$ cat src/rtl/id_decode_stage.sv
// id_decode_stage: RV32I instruction decode with a one-entry output register.
// Decodes opcode/funct3/funct7 into the 5-bit ALU control code
// {branch, sub/arith, funct3}, the sign-extended immediate, the register
// indices and the control enables. The decoded entry is handed to the
// execute stage over a valid/ready handshake.
// Illegal encodings still flow downstream (illegal=1, enables cleared) so the
// core can trap. Immediate and register-index fields of an illegal entry
// carry whatever the opcode's format yields (zero immediate for unknown
// opcodes).
module id_decode_stage #(
  parameter int DATA_WIDTH = 32
) (
  input  logic                  clk,
  input  logic                  reset,
  input  logic                  in_valid,
  output logic                  in_ready,
  input  logic [31:0]           instr,
  input  logic [DATA_WIDTH-1:0] pc_in,
  input  logic                  flush,
  output logic                  out_valid,
  input  logic                  out_ready,
  output logic [4:0]            alu_control,
  output logic                  alu_src_imm,
  output logic [DATA_WIDTH-1:0] imm,
  output logic [4:0]            rs1,
  output logic [4:0]            rs2,
  output logic [4:0]            rd,
  output logic                  reg_write,
  output logic                  mem_read,
  output logic                  mem_write,
  output logic                  is_jump,
  output logic [DATA_WIDTH-1:0] pc_out,
  output logic                  illegal
);

  localparam logic [6:0] OP_R      = 7'b0110011;
  localparam logic [6:0] OP_IMM    = 7'b0010011;
  localparam logic [6:0] OP_BRANCH = 7'b1100011;
  localparam logic [6:0] OP_LOAD   = 7'b0000011;
  localparam logic [6:0] OP_STORE  = 7'b0100011;
  localparam logic [6:0] OP_LUI    = 7'b0110111;
  localparam logic [6:0] OP_AUIPC  = 7'b0010111;
  localparam logic [6:0] OP_JAL    = 7'b1101111;
  localparam logic [6:0] OP_JALR   = 7'b1100111;

  localparam logic [6:0] F7_ZERO   = 7'b0000000;
  localparam logic [6:0] F7_ALT    = 7'b0100000;

  // Immediate extraction helpers, one per RV32I format.
  function automatic logic [31:0] imm_i(input logic [31:0] ins);
    return {{20{ins[31]}}, ins[31:20]};
  endfunction

  function automatic logic [31:0] imm_s(input logic [31:0] ins);
    return {{20{ins[31]}}, ins[31:25], ins[11:7]};
  endfunction

  function automatic logic [31:0] imm_b(input logic [31:0] ins);
    return {{19{ins[31]}}, ins[31], ins[7], ins[30:25], ins[11:8], 1'b0};
  endfunction

  function automatic logic [31:0] imm_u(input logic [31:0] ins);
    return {ins[31:12], 12'b0};
  endfunction

  function automatic logic [31:0] imm_j(input logic [31:0] ins);
    return {{11{ins[31]}}, ins[31], ins[19:12], ins[20], ins[30:21], 1'b0};
  endfunction

  logic [6:0]            opcode_s;
  logic [2:0]            funct3_s;
  logic [6:0]            funct7_s;
  logic                  xfer_in_s;
  logic                  xfer_out_s;

  logic [4:0]            alu_control_d;
  logic                  alu_src_imm_d;
  logic [31:0]           imm32_s;
  logic [DATA_WIDTH-1:0] imm_d;
  logic [4:0]            rs1_d;
  logic [4:0]            rs2_d;
  logic [4:0]            rd_d;
  logic                  reg_write_d;
  logic                  mem_read_d;
  logic                  mem_write_d;
  logic                  is_jump_d;
  logic                  illegal_d;
  logic                  out_valid_d;

  logic [4:0]            alu_control_q;
  logic                  alu_src_imm_q;
  logic [DATA_WIDTH-1:0] imm_q;
  logic [4:0]            rs1_q;
  logic [4:0]            rs2_q;
  logic [4:0]            rd_q;
  logic                  reg_write_q;
  logic                  mem_read_q;
  logic                  mem_write_q;
  logic                  is_jump_q;
  logic                  illegal_q;
  logic [DATA_WIDTH-1:0] pc_q;
  logic                  out_valid_q;

  assign opcode_s   = instr[6:0];
  assign funct3_s   = instr[14:12];
  assign funct7_s   = instr[31:25];

  // A flush blocks acceptance so fetch holds its instruction through it.
  assign in_ready   = (!out_valid_q || out_ready) && !flush;
  assign xfer_in_s  = in_valid && in_ready;
  assign xfer_out_s = out_valid_q && out_ready;

  // Decode the presented instruction into the next entry's fields.
  always_comb begin
    alu_control_d = 5'b00000;
    alu_src_imm_d = 1'b0;
    imm32_s       = 32'h0000_0000;
    rs1_d         = instr[19:15];
    rs2_d         = instr[24:20];
    rd_d          = instr[11:7];
    reg_write_d   = 1'b0;
    mem_read_d    = 1'b0;
    mem_write_d   = 1'b0;
    is_jump_d     = 1'b0;
    illegal_d     = 1'b0;

    case (opcode_s)
      OP_R: begin
        reg_write_d = 1'b1;
        // Only add/sub and srl/sra have an alternate funct7 encoding.
        if ((funct7_s == F7_ZERO) ||
            ((funct7_s == F7_ALT) && ((funct3_s == 3'b000) || (funct3_s == 3'b101)))) begin
          alu_control_d = {1'b0, funct7_s[5], funct3_s};
        end else begin
          illegal_d = 1'b1;
        end
      end
      OP_IMM: begin
        reg_write_d   = 1'b1;
        alu_src_imm_d = 1'b1;
        alu_control_d = {1'b0, (funct3_s == 3'b101) ? funct7_s[5] : 1'b0, funct3_s};
        // Shifts carry a zero-extended shamt rather than a signed immediate.
        if ((funct3_s == 3'b001) || (funct3_s == 3'b101)) begin
          imm32_s = {27'b0, instr[24:20]};
        end else begin
          imm32_s = imm_i(instr);
        end
        case (funct3_s)
          3'b001:  illegal_d = (funct7_s != F7_ZERO);
          3'b101:  illegal_d = !((funct7_s == F7_ZERO) || (funct7_s == F7_ALT));
          default: illegal_d = 1'b0;
        endcase
      end
      OP_BRANCH: begin
        alu_control_d = {2'b10, funct3_s};
        imm32_s       = imm_b(instr);
        illegal_d     = (funct3_s == 3'b010) || (funct3_s == 3'b011);
      end
      OP_LOAD: begin
        alu_src_imm_d = 1'b1;
        imm32_s       = imm_i(instr);
        mem_read_d    = 1'b1;
        reg_write_d   = 1'b1;
      end
      OP_STORE: begin
        alu_src_imm_d = 1'b1;
        imm32_s       = imm_s(instr);
        mem_write_d   = 1'b1;
      end
      OP_LUI: begin
        // rs1 forced to x0 so execute computes 0 + imm.
        alu_src_imm_d = 1'b1;
        imm32_s       = imm_u(instr);
        rs1_d         = 5'd0;
        reg_write_d   = 1'b1;
      end
      OP_AUIPC: begin
        alu_src_imm_d = 1'b1;
        imm32_s       = imm_u(instr);
        reg_write_d   = 1'b1;
      end
      OP_JAL: begin
        alu_src_imm_d = 1'b1;
        imm32_s       = imm_j(instr);
        reg_write_d   = 1'b1;
        is_jump_d     = 1'b1;
      end
      OP_JALR: begin
        alu_src_imm_d = 1'b1;
        imm32_s       = imm_i(instr);
        reg_write_d   = 1'b1;
        is_jump_d     = 1'b1;
      end
      default: begin
        illegal_d = 1'b1;
      end
    endcase

    // Illegal entries must not perform any side effect downstream.
    if (illegal_d) begin
      alu_control_d = 5'b00000;
      alu_src_imm_d = 1'b0;
      reg_write_d   = 1'b0;
      mem_read_d    = 1'b0;
      mem_write_d   = 1'b0;
      is_jump_d     = 1'b0;
    end else begin
      illegal_d     = 1'b0;
    end

    imm_d = DATA_WIDTH'($signed(imm32_s));
  end

  // Next occupancy of the output register: flush wins, then load, then drain.
  always_comb begin
    if (flush) begin
      out_valid_d = 1'b0;
    end else if (xfer_in_s) begin
      out_valid_d = 1'b1;
    end else if (xfer_out_s) begin
      out_valid_d = 1'b0;
    end else begin
      out_valid_d = out_valid_q;
    end
  end

  // Occupancy flag of the pipeline register.
  always_ff @(posedge clk or negedge reset) begin
    if (!reset) begin
      out_valid_q <= 1'b0;
    end else begin
      out_valid_q <= out_valid_d;
    end
  end

  // Payload of the pipeline register; loaded only on an accepted instruction.
  always_ff @(posedge clk or negedge reset) begin
    if (!reset) begin
      alu_control_q <= 5'b00000;
      alu_src_imm_q <= 1'b0;
      imm_q         <= '0;
      rs1_q         <= 5'd0;
      rs2_q         <= 5'd0;
      rd_q          <= 5'd0;
      reg_write_q   <= 1'b0;
      mem_read_q    <= 1'b0;
      mem_write_q   <= 1'b0;
      is_jump_q     <= 1'b0;
      illegal_q     <= 1'b0;
      pc_q          <= '0;
    end else if (xfer_in_s) begin
      alu_control_q <= alu_control_d;
      alu_src_imm_q <= alu_src_imm_d;
      imm_q         <= imm_d;
      rs1_q         <= rs1_d;
      rs2_q         <= rs2_d;
      rd_q          <= rd_d;
      reg_write_q   <= reg_write_d;
      mem_read_q    <= mem_read_d;
      mem_write_q   <= mem_write_d;
      is_jump_q     <= is_jump_d;
      illegal_q     <= illegal_d;
      pc_q          <= pc_in;
    end
  end

  assign out_valid   = out_valid_q;
  assign alu_control = alu_control_q;
  assign alu_src_imm = alu_src_imm_q;
  assign imm         = imm_q;
  assign rs1         = rs1_q;
  assign rs2         = rs2_q;
  assign rd          = rd_q;
  assign reg_write   = reg_write_q;
  assign mem_read    = mem_read_q;
  assign mem_write   = mem_write_q;
  assign is_jump     = is_jump_q;
  assign illegal     = illegal_q;
  assign pc_out      = pc_q;

endmodule
$ cat config.mk
export PLATFORM = sky130hd
export DESIGN_NAME = id_decode_stage
export DESIGN_NICKNAME = d
export VERILOG_FILES = /design/src/rtl/id_decode_stage.sv
export SDC_FILE = /design/constraint.sdc
export NUM_CORES = 1
export LEC_CHECK = 0
export ABC_AREA = 1
export BUFFER_PORTS_ARGS = -buffer_cell sky130_fd_sc_hd__buf_2
export CORE_UTILIZATION = 49
export CTS_CLUSTER_DIAMETER = 150
export DETAILED_ROUTE_END_ITERATION = 8
export PLACE_DENSITY = 0.8
export REMOVE_ABC_BUFFERS = 1
export SYNTH_ARGS = -nofsm -noshare
export SYNTH_HDL_FRONTEND = slang
export SYNTH_SLANG_ARGS = --single-unit
$ cat constraint.sdc
create_clock -name clk -period 1.39 [get_ports clk]
set_input_delay 0.278 -clock clk [delete_from_list [all_inputs] [get_ports clk]]
set_output_delay 0.278 -clock clk [all_outputs]
set_load 0.005 [all_outputs]
==> reports/qor.csv, run 1 <==
stage,metric,value,unit
hold_path,min_path_cells,3,
clock_network,cts_sinks,91,
finish,area_growth,34.6,%
timing,setup_viol,0,
setup_path,regToRegEndpoint,reg_write,
logic_synthesis,syn_area,4170,sq um
timing,slew_headroom,73.4,%
finish,final_cell_mix,"nand2_1 (266), buf_2 (159), dfrtp_1 (91), buf_4 (31), nand3_1 (27)",
floorplanning,rows,33,
logic_synthesis,synthFlopType,dfrtp_1,
place,gp_congestion,0.867,
floorplanning,die_x,94.3,um
power_and_ir_drop,power,0.00604,W
logic_synthesis,synth_area_leaders,"dfrtp_1 (55%), nand2_1 (24%), nand3_1 (3.2%)",
clock_network,cts_root_buffer,clkbuf_8,
setup_path,worstPathRequired,1.63,ns
route,drt_iter0_drc,217,
floorplanning,ios,161,
setup_path,reg2reg_depth,9,
floorplanning,start_util,50.8,%
floorplanning,core,8220,sq um
clock_network,clk_latency,0.36,ns
logic_synthesis,synthCells,520,
place,port_buffers,160,
setup_path,crit_type,flop to flop,
clock_network,htree_levels,3,
timing,clock_skew,0.00901,ns
logic_synthesis,avgSynthCellArea,8.02,sq um
global_route,grt_overflow,0,
floorplanning,dieArea,8890,sq um
timing,report.final.slew_viol_count,0,
setup_path,critPathLaunchType,flop,
timing,max_freq,733,MHz
job,cap_violations,0,
global_route,antenna_found_initial,0,
finish,diodes,0,
hold_path,hold_class,input pin to flop,
logic_synthesis,synth_async_sr_flop_share,100,%
place,post-place-ws,-0.293,ns
route,route.vias.total,4096,
global_route,grt_pass1_vias,3774,
hold_path,min-delay-start,pc_in[11],
timing,fin_crit_sh,98.1,%
route,wl_per_cell,13.2,um
global_route,grt_usage,25.7,%
place,dp_hpwl,7.99,mm
clock_network,cts_tree,built,
logic_synthesis,synth.top_cell.area_share,54.6,%
clock_network,cts_buffers,9,
logic_synthesis,synth-seq-cells,91,
floorplanning,fp.dieH,94.3,um
route,via_per_inst,5.00,
hold_path,hold_end,pc_out[11],
route,first_pass_iters,5,
clock_network,cts_buffer_depth,2,
power_and_ir_drop,irDropWorstVdd,0.749,mV
finish,final_common_cell,nand2_1,
timing,period_needed,1.36,ns
setup_path,critPathCaptureType,flop,
finish,drive_gt1_share,33.3,%
logic_synthesis,yosysTopAreaCell,dfrtp_1,
timing,worst_slack,0.0264,ns
route,drcViolationCount,0,
timing,finalHoldViolations,0,
global_route,grt_pass1_wl,17.6,mm
finish,finalNetCount,779,
logic_synthesis,yosys_warnings,0,
setup_path,rrSetupSlack,0.03,ns
timing,fin_setup_tns,0,ns
power_and_ir_drop,pwr_density_cell,1080,nW/um^2
logic_synthesis,synth_cell_type_count,25,
timing,rsz0062_at_grt,yes,
setup_path,worst-path-max-fanout,11,
global_route,grt_max_degree,53,
timing,tightest_slew,0.398,ns
run_status,outcome,finished clean,
power_and_ir_drop,p_leak,3.35,nW
route,ant_nets,0,
logic_synthesis,synth-edff-count,0,
logic_synthesis,synth_seq_area_share,54.6,%
clock_network,path_clk_slew,0.10,ns
setup_path,crit_arrival,1.61,ns
setup_path,reg2reg_from,out_valid,
route,routed_wl,10.8,mm
## power breakdown
part	internal (W)	total (W)	switching [W]	leakage, nW
logic	0.000450	0.000971	0.000521	2.05
clock network	0.00108	0.00205	0.000971	0.113
registers	0.00288	0.00302	0.000132	1.19
## cells in the mapped netlist (3+ instances only)
cell	number
a21oi_1	10
a22oi_1	4
buf_2	11
clkbuf_8	5
dfrtp_1	91
inv_1	27
nand2_1	267
nand2_4	3
nand3_1	27
nor2_1	19
nor2_2	6
nor2_4	3
o21ai_0	24
o21ai_1	6
## worst max-delay path: stages, from the launching register on
cell and delay [ns]:
dfrtp_1 0.38, nand2_1 0.07, inv_2 0.05, nor2_4 0.10
nand2_4 0.09, buf_12 0.15, a21oi_2 0.10, nand3_1 0.10
o21ai_1 0.13, a21oi_1 0.07
## what timing repair did
item | 4_1_cts | 5_1_grt
pin swaps | 2 | 4
setup endpoints to repair | 42 | 20
buffers inserted | 1 | 2
resized for setup | 4 | 4
hold buffers | 1 | 0
endpoints found under the hold margin | 21 | 0
## metrics by stage
stage	utilization [%]	hold WS, ns	cell area (sq um)	std cells
after floorplan	-	-0.0176	4010	499
after global placement	64.8	0.204	5330	800
after detailed placement	64.8	0.208	5330	800
after CTS	67.9	0.0873	5580	818
after global routing	68.3	0.0890	5610	820
final	68.3	0.103	5610	820
## cell families after synthesis
group,after synthesis,share of synthesized area [%]
flip-flops,91,54.6
AO/OA/AOI/OAI,46,5.94
AND/OR/NAND/NOR,332,32.8
multiplexers,1,0.240
buffers and inverters,50,6.39
## final cells by class
cell class | count | area [sq um]
flip-flops and latches | 91 | 2280
fillers | 700 | 2600
multi-input cells | 379 | 1650
inverters | 29 | 109
clock inverters | 6 | 93.8
repair buffers | 200 | 1210
well taps | 105 | 131
clock buffers | 10 | 138
## metal layers
metal	part of all wire, %	GRT usage, %	wire length, um
met2	47	41.2	5090
met5	0	0	0
met3	9.0	7.44	973
met4	1.3	6.92	143
met1	43	33.8	4630
## sequential cells by signal, indices dropped and copies added (netlist names), 5 cells and up
name and flops:
rs2 5, alu_control 5, rd 5, imm 32, rs1 5, pc_out 32
## how the worst max path moves through the flow
| stage | start | to | slack [ns] | cells past startpoint |
|---|---|---|---|---|
| CTS | out_valid | in_ready | -0.003 | 4 |
| floorplan | out_valid | reg_write | -2.19 | 7 |
| detailed placement | instr[3] | alu_control[4] | -0.29 | 8 |
| global route | out_valid | reg_write | -0.04 | 9 |
| finish | out_valid | reg_write | 0.03 | 9 |
| global placement | instr[3] | illegal | -0.21 | 9 |
(Power assumes the default switching activity.)
==> run 2: changes to the inputs <==
==> constraint.sdc (replaced) <==
create_clock -name clk -period 1.39 [get_ports clk]
set_input_delay 0.278 -clock clk [delete_from_list [all_inputs] [get_ports clk]]
set_output_delay 0.278 -clock clk [all_outputs]
set_load 0.05 [all_outputs]
==> run 2 against run 1 <==
  * Final cell count is 1.2% higher
  * The flow now finishes with violations (negative setup slack)
  * Maximum frequency is 6.0% lower
  * Clock skew grew 0.00095 ns
  * Wire length rose by 19%
  * Critical path depth is the same
  * Non-clock buffer count rose by 10
  * Largest cell class unchanged
  * Flip-flop and latch count unchanged
  * Utilization rose by 5.2 points
  * Setup slack got worse by 0.087 ns
  * Register-to-register slack worse by 0.09 ns
  * Sequential power rose by 1%
  * Critical endpoint is now illegal
  * Clock power rose by 2%
==> reports/qor.csv, run 2 (synthesized netlist as in run 1, its figures left out) <==
stage,metric,value,unit
run_status,outcome,finished with violations,
run_status,failed_checks,negative setup slack,
global_route,grt_pass1_wl,17.7,mm
power_and_ir_drop,power,0.00719,W
place,port_buffers,160,
global_route,grt_max_degree,53,
floorplanning,fp.dieH,94.3,um
clock_network,cts_buffers,9,
floorplanning,core,8220,sq um
timing,fin_crit_sh,104,%
route,drt_iter0_drc,235,
timing,period_needed,1.45,ns
power_and_ir_drop,pwr_density_cell,1190,nW/um^2
timing,fin_hold_ws,0.0955,ns
route,wl_per_cell,15.5,um
finish,fin_cells,830,
finish,area_growth,44.8,%
place,gp_congestion,0.867,
hold_path,hold_end,pc_out[2],
timing,finalHoldViolations,0,
power_and_ir_drop,pwr-share-clk,29.1,%
finish,drive_gt1_share,39.2,%
timing,setup_viol,21,
global_route,grt_overflow,0,
setup_path,critPathCaptureType,flop,
finish,final_util,73.5,%
setup_path,crit_type,flop to flop,
setup_path,worst-path-max-fanout,8,
route,ant_nets,0,
floorplanning,ios,161,
power_and_ir_drop,seqPwrFrac,42.6,%
power_and_ir_drop,power_switching,0.00266,W
global_route,grt_pass1_vias,3828,
finish,diodes,0,
timing,worst_slack,-0.0605,ns
place,dp.cells,800,
place,dp_hpwl,7.99,mm
place,post-place-ws,-0.293,ns
setup_path,rrSetupSlack,-0.06,ns
global_route,grt_usage,25.9,%
route,routed_wl,12.9,mm
timing,max_freq,689,MHz
global_route,antenna_found_initial,0,
route,route.vias.total,4293,
clock_network,cts_buffer_depth,2,
floorplanning,dieArea,8890,sq um
floorplanning,start_util,50.8,%
setup_path,reg2reg_depth,9,
route,via_per_inst,5.17,
setup_path,critPathLaunchType,flop,
hold_path,min_path_cells,3,
timing,tightest_slew,0.398,ns
clock_network,htree_levels,3,
clock_network,cts_sinks,91,
route,first_pass_iters,4,
hold_path,hold_class,input pin to flop,
power_and_ir_drop,comb_power_share,28.3,%
clock_network,path_clk_slew,0.10,ns
timing,clock_skew,0.00996,ns
finish,final_common_cell,nand2_1,
clock_network,cts_tree,built,
timing,report.final.slew_viol_count,0,
finish,finalNetCount,789,
clock_network,cts_root_buffer,clkbuf_8,
finish,final_cell_mix,"nand2_1 (235), buf_2 (158), dfrtp_1 (91), buf_4 (31)",
setup_path,worstPathRequired,1.65,ns
job,cap_violations,0,
clock_network,clk_latency,0.37,ns
power_and_ir_drop,p_leak,3.53,nW
setup_path,reg2reg_from,out_valid,
setup_path,regToRegEndpoint,illegal,
timing,rsz0062_at_grt,yes,
power_and_ir_drop,p_int,0.00453,W
floorplanning,rows,33,
setup_path,crit_arrival,1.71,ns
hold_path,min-delay-start,pc_in[2],
power_and_ir_drop,swShare,37.0,%
timing,slew_headroom,73.4,%
floorplanning,die_x,94.3,um
power_and_ir_drop,irDropWorstVdd,0.849,mV
route,drcViolationCount,0,
## run 2: changes by cell type in the layout (fill, tap and decap cells not counted), sizes merged
cell	delta
clkbuf	+8
buf	+2
## run 2: final cells by class
class | instances | area [sq um]
clock buffer | 10 | 138
clock inverter | 6 | 93.8
fill | 605 | 2180
inverter | 29 | 116
multi-input combinational | 379 | 1820
sequential | 91 | 2280
tap | 105 | 131
timing repair buffer | 210 | 1470
## run 2: what timing repair did
item / in CTS / in global routing
pin swaps: 2 / 27
cloned: 0 / 9
resized for setup: 7 / 63
endpoints found under the hold margin: 21 / 0
hold buffers: 1 / 0
setup buffers: 2 / 3
setup endpoints to repair: 42 / 39
## run 2: power by group through the flow
stage / logic (W) / registers [W] / clock network (W)
2_1_floorplan: 0.000338 / 0.00392 / 0
3_3_place_gp: 0.00180 / 0.00305 / 0
3_5_place_dp: 0.00183 / 0.00305 / 0
4_1_cts: 0.00185 / 0.00301 / 0.00209
5_1_grt: 0.00215 / 0.00308 / 0.00222
6_report: 0.00203 / 0.00306 / 0.00209
## run 2: through the flow
stage / instance area (sq um) / TNS, ns
after global routing: 6040 / -1.88
after detailed placement: 5330 / -5.39
after floorplan: 4010 / -266.59
after global placement: 5330 / -3.92
final: 6040 / -0.586
after CTS: 5610 / -0.0584
## run 2: worst max path at each step
stage / endpoint / startpoint
2_1_floorplan: alu_control[0] / out_valid
6_report: illegal / out_valid
3_3_place_gp: illegal / instr[3]
3_5_place_dp: alu_control[4] / instr[3]
5_1_grt: illegal / out_valid
4_1_cts: in_ready / out_valid
## run 2: worst max-delay path, stage by stage, from the launching register on
cell,delay (ns)
dfrtp_1,0.39
nand2_1,0.08
inv_2,0.05
nor2_4,0.12
nand2_4,0.12
buf_12,0.16
buf_12,0.14
clkbuf_16,0.16
nand2_1,0.07
nand2_1,0.06
## run 2: layer usage
layer / vias up / global-route usage [%] / wire length, um
met3: 47 / 7.44 / 1060
met5: - / 0 / 0
met2: 206 / 40.9 / 6310
met1: 2024 / 33.8 / 5080
li1: 2016 / - / -
met4: 0 / 8.97 / 455
==> run 3: changes to the inputs <==
--- a/config.mk
+++ b/config.mk
@@ -10,8 +10,10 @@
 export CORE_UTILIZATION = 49
 export CTS_CLUSTER_DIAMETER = 150
 export DETAILED_ROUTE_END_ITERATION = 8
-export PLACE_DENSITY = 0.8
+export GPL_TIMING_DRIVEN = 0
+export PLACE_DENSITY = 0.84
 export REMOVE_ABC_BUFFERS = 1
+export SKIP_CTS_REPAIR_TIMING = 1
 export SYNTH_ARGS = -nofsm -noshare
 export SYNTH_HDL_FRONTEND = slang
 export SYNTH_SLANG_ARGS = --single-unit
==> run 3 against run 2 <==
  * The run still ends with negative setup slack left
  * Largest power group unchanged
  * Clock skew decreased by 0.0010 ns
  * Flip-flop and latch count unchanged
  * Global-route usage decreased by 1.8 points
  * Highest routed layer unchanged
==> reports/qor.csv, run 3 (synthesized netlist as in run 1, its figures left out) <==
stage,metric,value,unit
run_status,outcome,finished with violations,
run_status,failed_checks,negative setup slack,
floorplanning,ios,161,
setup_path,critPathLaunchType,flop,
route,drt_iter0_drc,343,
place,port_buffers,160,
place,dp_hpwl,7.27,mm
timing,clock_skew,0.00894,ns
setup_path,crit_arrival,1.80,ns
floorplanning,dieArea,8890,sq um
setup_path,crit_type,flop to flop,
job,cap_violations,0,
clock_network,path_clk_slew,0.09,ns
clock_network,cts_root_buffer,clkbuf_8,
route,route.vias.total,4493,
finish,fin_area,6500,sq um
power_and_ir_drop,power,0.00685,W
route,drcViolationCount,0,
floorplanning,core,8220,sq um
timing,max_freq,640,MHz
place,place_area,5010,sq um
route,routed_wl,15.0,mm
power_and_ir_drop,p_leak,3.87,nW
clock_network,cts_buffers,9,
setup_path,critPathCaptureType,flop,
clock_network,cts_sinks,91,
finish,final_cell_mix,"nand2_1 (165), buf_2 (158), dfrtp_1 (91), nand2_2 (64), nand2_4 (42)",
power_and_ir_drop,irDropWorstVdd,0.816,mV
global_route,top_usage_layer,met2,
setup_path,worstPathRequired,1.63,ns
finish,fillers,548,
finish,final_common_cell,nand2_1,
timing,worst_slack,-0.172,ns
finish,area_growth,55.9,%
power_and_ir_drop,pwr_density_cell,1050,nW/um^2
timing,report.final.slew_viol_count,0,
clock_network,cts_buffer_depth,2,
route,first_pass_iters,5,
timing,rsz0062_at_grt,yes,
clock_network,clk_latency,0.36,ns
hold_path,hold_class,input pin to flop,
route,wl_per_cell,18.2,um
timing,tightest_slew,0.870,ns
place,gp_congestion,0.895,
setup_path,worst-path-max-fanout,7,
global_route,grt_overflow,0,
floorplanning,fp.dieH,94.3,um
clock_network,cts_tree,built,
global_route,grt_usage,24.1,%
global_route,grt_pass1_vias,3618,
timing,fin_crit_sh,112,%
timing,finalHoldViolations,0,
global_route,use_met3,5.99,%
route,ant_nets,0,
floorplanning,die_x,94.3,um
clock_network,htree_levels,3,
global_route,antenna_found_initial,1,
global_route,use_met1,31.1,%
global_route,grt_max_degree,80,
timing,setup_viol,80,
floorplanning,start_util,50.8,%
route,via_per_inst,5.45,
global_route,grtUsageMet2,37.2,%
timing,fin_setup_tns,-4.87,ns
timing,period_needed,1.56,ns
global_route,grt_pass1_wl,16.5,mm
finish,finalNetCount,784,
finish,drive_gt1_share,51.0,%
floorplanning,rows,33,
timing,slew_headroom,41.5,%
run 3: cell count changes in the layout (fill, tap and decap cells not counted), moves of 12 or more:
cell,change
nand2_1,-70
nand2_2,+47
o21ai_0,-13
buf_4,-25
nand2_4,+24
clkinv_8,+12
run 3: final cells by class:
type	instances	area, sq um	share of cell area (%)
tap	105	131	2.02
timing repair inverter	15	285	4.39
sequential	91	2280	35.0
timing repair buffer	188	1290	19.8
inverter	29	135	2.08
multi-input combinational	381	2220	34.1
clock buffer	11	141	2.17
antenna	1	2.50	0.0385
clock inverter	4	27.5	0.423
run 3: stage by stage:
stage               util [%]  hold slack [ns]  setup slack [ns]  cells
global route            79.2           0.0968            -0.260    825
CTS                     63.0          -0.0797             -1.36    781
global placement        60.2            0.447             -3.64    764
detailed placement      61.0            0.316             -1.33    766
finish                  79.2            0.107            -0.172    825
floorplan                  -          -0.0176             -3.22    499
run 3: worst max-delay path, stage by stage, from the launching register on:
cell and delay [ns]:
dfrtp_1 0.38, nand2_1 0.07, inv_2 0.05, nor2_4 0.21, nand2_8 0.12, buf_16 0.20
a21oi_2 0.12, nand3_1 0.09, o21ai_1 0.11, a21oi_1 0.08
run 3: where the power goes:
part	switching, W	internal, W
Combinational	0.00163	0.000586
Sequential	0.000133	0.00288
Clock	0.000929	0.000687
run 3: worst paths after layout:
path / from / to / slack [ns] / depth (start not counted)
max: out_valid / reg_write / -0.17 / 9
min: pc_in[18] / pc_out[18] / 0.11 / 3
max reg2reg: out_valid / reg_write / -0.17 / 9
min reg2reg: pc_out[22] / pc_out[22] / 0.48 / 2
max in group asynchronous: reset / pc_out[5] / 0.29 / 3
min in group asynchronous: reset / imm[28] / 0.45 / 2
run 3: per-layer routing:
metal,vias up,wire (um)
li1,2013,-
met1,2128,5610
met2,287,7340
met3,65,1260
met4,0,832
met5,-,0
